--- config.mk ---
export PLATFORM = sky130hd
export DESIGN_NAME = i2c_txn_controller
export DESIGN_NICKNAME = d
export VERILOG_FILES = /design/src/rtl/i2c_txn_controller.sv
export SDC_FILE = /design/constraint.sdc
export NUM_CORES = 1
export LEC_CHECK = 0
export BUFFER_PORTS_ARGS = -buffer_cell sky130_fd_sc_hd__buf_2
export CAP_MARGIN = 20
export CELL_PAD_IN_SITES_DETAIL_PLACEMENT = 2
export CELL_PAD_IN_SITES_GLOBAL_PLACEMENT = 2
export CORE_MARGIN = 10
export CORE_UTILIZATION = 37
export CTS_BUF_LIST = sky130_fd_sc_hd__clkbuf_4
export DETAILED_ROUTE_END_ITERATION = 16
export PLACE_DENSITY_LB_ADDON = 0.1
export SLEW_MARGIN = 10
export SYNTH_ARGS = -nofsm -noshare
export SYNTH_HDL_FRONTEND = slang
export SYNTH_SLANG_ARGS = --single-unit
export TNS_END_PERCENT = 5
--- constraint.sdc ---
create_clock -name clk -period 2 [get_ports clk]
set_input_delay 0.2 -clock clk [delete_from_list [all_inputs] [get_ports clk]]
set_output_delay 0.2 -clock clk [all_outputs]
set_load 0.005 [all_outputs]
--- src/rtl/i2c_txn_controller.sv ---
// I2C peripheral transaction controller: synchronises the pads, detects START/STOP,
// matches a 7-bit address and moves bytes in or out with open-drain ACK handling.
module i2c_txn_controller #(
  parameter logic [6:0] DEVICE_ADDR = 7'h2A,
  parameter int         SYNC_STAGES = 2
) (
  input  logic       clk,
  input  logic       reset,
  input  logic       sck,
  input  logic       read_channel,
  input  logic [7:0] tx_data,
  output logic [7:0] direction,
  output logic       write_channel,
  output logic [7:0] rx_data,
  output logic       rx_valid,
  output logic       tx_load,
  output logic       start_seen,
  output logic       stop_seen,
  output logic       busy,
  output logic [2:0] dbg_state
);

  typedef enum logic [2:0] {
    IDLE, ADDR, ADDR_ACK, RX_BYTE, RX_ACK, TX_BYTE, TX_ACK, IGNORE
  } state_t;

  logic [SYNC_STAGES-1:0] sck_sync_q, sda_sync_q;
  logic       scl_prev_q, sda_prev_q;
  state_t     state_q, state_d;
  logic [2:0] cnt_q, cnt_d;
  logic [6:0] shift_q, shift_d;
  logic       rw_q, rw_d;
  logic       drive_q, drive_d;
  logic       acked_q, acked_d;
  logic [7:0] rx_data_q, rx_data_d;
  logic       rx_valid_q, rx_valid_d;
  logic       tx_load_q, tx_load_d;
  logic       start_q, start_d;
  logic       stop_q, stop_d;
  logic       busy_q, busy_d;

  logic scl, sda, scl_rise, scl_fall, start_det, stop_det;

  assign scl       = sck_sync_q[SYNC_STAGES-1];
  assign sda       = sda_sync_q[SYNC_STAGES-1];
  assign scl_rise  = scl & ~scl_prev_q;
  assign scl_fall  = ~scl & scl_prev_q;
  assign start_det = scl & scl_prev_q & sda_prev_q & ~sda;
  assign stop_det  = scl & scl_prev_q & ~sda_prev_q & sda;

  always_comb begin
    state_d    = state_q;
    cnt_d      = cnt_q;
    shift_d    = shift_q;
    rw_d       = rw_q;
    drive_d    = drive_q;
    acked_d    = acked_q;
    rx_data_d  = rx_data_q;
    busy_d     = busy_q;
    rx_valid_d = 1'b0;
    tx_load_d  = 1'b0;
    start_d    = 1'b0;
    stop_d     = 1'b0;
    if (start_det) begin
      state_d = ADDR;
      cnt_d   = 3'd0;
      drive_d = 1'b0;
      acked_d = 1'b0;
      busy_d  = 1'b1;
      start_d = 1'b1;
    end else if (stop_det) begin
      state_d = IDLE;
      drive_d = 1'b0;
      busy_d  = 1'b0;
      stop_d  = 1'b1;
    end else begin
      case (state_q)
        ADDR: if (scl_rise) begin
          shift_d = {shift_q[5:0], sda};
          cnt_d   = cnt_q + 3'd1;
          if (cnt_q == 3'd7) begin
            rw_d    = sda;
            state_d = (shift_q == DEVICE_ADDR) ? ADDR_ACK : IGNORE;
          end
        end
        // First falling edge pulls SDA low, the next one releases and moves on.
        ADDR_ACK, RX_ACK: if (scl_fall) begin
          if (!drive_q) begin
            drive_d = 1'b1;
          end else if (state_q == RX_ACK || !rw_q) begin
            drive_d = 1'b0;
            state_d = RX_BYTE;
          end else begin
            tx_load_d = 1'b1;
            shift_d   = tx_data[6:0];
            drive_d   = ~tx_data[7];
            cnt_d     = 3'd0;
            state_d   = TX_BYTE;
          end
        end
        RX_BYTE: if (scl_rise) begin
          shift_d = {shift_q[5:0], sda};
          cnt_d   = cnt_q + 3'd1;
          if (cnt_q == 3'd7) begin
            rx_data_d  = {shift_q, sda};
            rx_valid_d = 1'b1;
            state_d    = RX_ACK;
          end
        end
        // The counter wraps to 0 on the 8th rising edge, so a falling edge
        // seen with cnt_q==0 is the one that ends the byte.
        TX_BYTE: if (scl_rise) begin
          cnt_d = cnt_q + 3'd1;
        end else if (scl_fall) begin
          if (cnt_q == 3'd0) begin
            drive_d = 1'b0;
            acked_d = 1'b0;
            state_d = TX_ACK;
          end else begin
            drive_d = ~shift_q[6];
            shift_d = {shift_q[5:0], 1'b0};
          end
        end
        TX_ACK: if (scl_rise) begin
          if (sda) state_d = IGNORE;
          else     acked_d = 1'b1;
        end else if (scl_fall && acked_q) begin
          tx_load_d = 1'b1;
          shift_d   = tx_data[6:0];
          drive_d   = ~tx_data[7];
          cnt_d     = 3'd0;
          acked_d   = 1'b0;
          state_d   = TX_BYTE;
        end
        default: ;
      endcase
    end
  end

  always_ff @(posedge clk or posedge reset) begin
    if (reset) begin
      sck_sync_q <= '0;
      sda_sync_q <= '0;
      scl_prev_q <= 1'b0;
      sda_prev_q <= 1'b0;
      state_q    <= IDLE;
      cnt_q      <= 3'd0;
      shift_q    <= 7'd0;
      rw_q       <= 1'b0;
      drive_q    <= 1'b0;
      acked_q    <= 1'b0;
      rx_data_q  <= 8'h00;
      rx_valid_q <= 1'b0;
      tx_load_q  <= 1'b0;
      start_q    <= 1'b0;
      stop_q     <= 1'b0;
      busy_q     <= 1'b0;
    end else begin
      sck_sync_q <= (sck_sync_q << 1) | SYNC_STAGES'(sck);
      sda_sync_q <= (sda_sync_q << 1) | SYNC_STAGES'(read_channel);
      scl_prev_q <= scl;
      sda_prev_q <= sda;
      state_q    <= state_d;
      cnt_q      <= cnt_d;
      shift_q    <= shift_d;
      rw_q       <= rw_d;
      drive_q    <= drive_d;
      acked_q    <= acked_d;
      rx_data_q  <= rx_data_d;
      rx_valid_q <= rx_valid_d;
      tx_load_q  <= tx_load_d;
      start_q    <= start_d;
      stop_q     <= stop_d;
      busy_q     <= busy_d;
    end
  end

  // Open-drain: only ever pull low, so the drive value is a constant zero.
  assign direction     = {8{drive_q}};
  assign write_channel = 1'b0;
  assign rx_data       = rx_data_q;
  assign rx_valid      = rx_valid_q;
  assign tx_load       = tx_load_q;
  assign start_seen    = start_q;
  assign stop_seen     = stop_q;
  assign busy          = busy_q;
  assign dbg_state     = state_q;

endmodule

==> metrics <==
n_diodes=0; status=finished clean; vias per cell=5.45; hold depth=3; mapped cell area=0.00197 sq mm; Total GRT Usage=14.8%; Syn Inst Count=180; met3 wire length=330 microns; design area=0.00234 sq mm; ys flop type=dfrtp_1; Wirelength per Cell=20.5 microns; Synth area leaders=dfrtp_1 44%, mux2_2 13%, buf_4 3.8%; initial DRC count=53; syn avg cell area=11.0 sq um; Area growth syn-to-layout=18.5%; Seq/Total Area, Yosys=44.4%; width of the die=93.1 microns; WL met1=2550 microns; top-area cell type share of the netlist area=44.4%; TNS Setup=0 ps; post-layout min period=1890 ps; CP max-delay cell=dfrtp_1; Die Y-Extent=93.1 microns; highest routed layer=met4; Post-CTS Repair Setup Buffers=0; Final Cycle Share=94.5%; H-Tree Depth=2; Crit Path Class=reg -> reg; commonest non-fill, non-tap cell in the layout=buf_2; largest net degree at the start of global routing=36; CP Capture Type=flop; clk_lat worst skew=350 ps; nets@finish=238; PortBufs=35; metal2 WL=3080 microns; cell area after placement=0.00225 sq mm; final slew viol count=0; Distinct cells, synth=53; Mapped Nets=195; routability cong.=0.802; DRT Wirelength=6010 microns; die area=0.00866 sq mm; FMAX=529 MHz; Worst Path Buf+Inv=1; CTS Buffer Depth=2; Clock Sinks=35; layout cells sized above 1=41.1%; Final Setup Violations=0; flops & latches, synth=35; final hold violation count=0; CTS tree=yes; Starting Density=38.4%; placed insts=283; antenna viol nets, final=0; grt ovf=0; clk root buf=clkbuf_4; WP data arrival=2120 ps; cell taking the most area after synthesis=dfrtp_1; clk_skew=9.11 ps; Ports=37; row cnt=26; Worst setup SP type=flop; worst-path cell chain=inv_1 -> ha_1 -> nor2b_1 -> o211ai_1 -> nand4_4 -> mux2_2; Worst-path clk slew=110 ps; cells on worst reg2reg path=6; Maximum Capacitance Violations=0; maximum vdd drop=520 uV; global-route wire length before repair=10200 microns; Required @ worst endpoint=2230 ps; Layout Cells excl Fill=294; Worst Hold Class=in -> reg; CP max FO=7; Crit path max-delay family=simple AND/OR/NAND/NOR gates; Critical Path Stages=6; DRC=0; Yosys Warn Count=0; Max stage delay on crit path=420 ps; Core Area=0.00514 sq mm; PD cells=1330 mW/mm^2; ys async rst share=100%; initial antenna violation count=0; DRT Pass-1 Iters=4; most frequent cells in the layout=35 x buf_2, 33 x dfrtp_1, 23 x mux2_2, 15 x buf_4, 9 x nor2_1; number of global-route vias before repair=1871; EDFF count, synth=0; final hold slack=214 ps; CTS buffer count=5; via count=1603; DP HPWL=4540 microns; Leak=1.13 nW; RSZ-0062 raised after global routing=false
[cell families (layout without fill, tap and decap cells)]
group	Yosys count	in the layout	synth area share [%]
multiplexers	25	25	14.1
other	1	1	0.190
XOR/XNOR	1	1	0.444
buffers and inverters	25	69	7.41
adder cells (fa/ha/maj)	3	3	1.90
AO/OA/AOI/OAI	38	38	13.8
flip-flops	35	35	44.4
AND/OR/NAND/NOR	52	52	17.7
[cell type report]
type | count | area, sq um
fillers | 591 | 2800
flip-flops and latches | 35 | 878
clock buffers | 6 | 45.0
repair buffers | 54 | 338
clock inverters | 2 | 12.5
multi-input cells | 120 | 952
well taps | 70 | 87.6
inverters | 7 | 26.3
[state kept, by name, summed over array words and instances, names as in the netlist]
signal,count
sck_sync_q,2
sda_sync_q,2
dbg_state,3
scl_prev_q,1
cnt_q,3
rx_data,8
rx_valid,1
acked_q,1
start_seen,1
busy,1
sda_prev_q,1
drive_q,1
stop_seen,1
rw_q,1
tx_load,1
shift_q,7
[report_power, final]
| group | total, mW | leakage, nW | switching (mW) | internal (mW) |
|---|---|---|---|---|
| clock network | 0.406 | 0.0317 | 0.257 | 0.149 |
| logic | 1.64 | 0.654 | 0.866 | 0.777 |
| registers | 1.06 | 0.446 | 0.186 | 0.869 |
[what timing repair did]
action                                  in CTS  in global routing
hold endpoints to repair                    37                  0
endpoints found under the setup margin       0                  4
resized for setup                            0                  2
hold buffers                                 3                  0
[stage by stage]
stage	util [%]	setup slack [ps]	power [mW]
floorplan	-	293	2.19
global placement	43.8	154	2.62
detailed placement	43.8	105	2.72
CTS	45.5	84.3	3.14
global route	45.5	40.5	3.36
finish	45.5	110	3.10
[per-layer routing]
layer  vias up  GRT usage (%)
li1        730              -
met5         -              0
met2        31           26.6
met1       836           16.5
met4         0           3.73
met3         6           4.56
[Yosys cell counts, types with 2 or more instances]
cell type   n
dfrtp_1    35
o21ai_0     7
buf_4      10
nand2b_1    8
ha_1        3
nand3_1     3
nor2b_1     7
nand4_1     2
a31oi_1     2
nand4bb_1   2
mux2i_1     2
buf_2       6
inv_1       7
a21oi_1     6
o211ai_1    2
a21o_1      2
nor2_1      9
nand2_1     7
mux2_2     23
a22o_1      3
nand3b_1    2
[final timing paths]
path,from,end,slack [ps]
min in group asynchronous,reset,sda_sync_q[0]$_DFF_PP0_,530
hold reg to reg,sck_sync_q[0]$_DFF_PP0_,sck_sync_q[1]$_DFF_PP0_,360
max in group asynchronous,reset,dbg_state[1]$_DFFE_PP0P_,1110
setup reg to reg,cnt_q[0]$_DFFE_PP0P_,shift_q[6]$_DFFE_PP0P_,110
hold / removal,tx_data[5],shift_q[5]$_DFFE_PP0P_,210
setup / recovery,cnt_q[0]$_DFFE_PP0P_,shift_q[6]$_DFFE_PP0P_,110
[worst min-delay path, stage by stage]
cell    delay (ps)
buf_2           70
mux2_2         130
mux2_2         130
No activity file was read; power rests on OpenSTA's default activity.
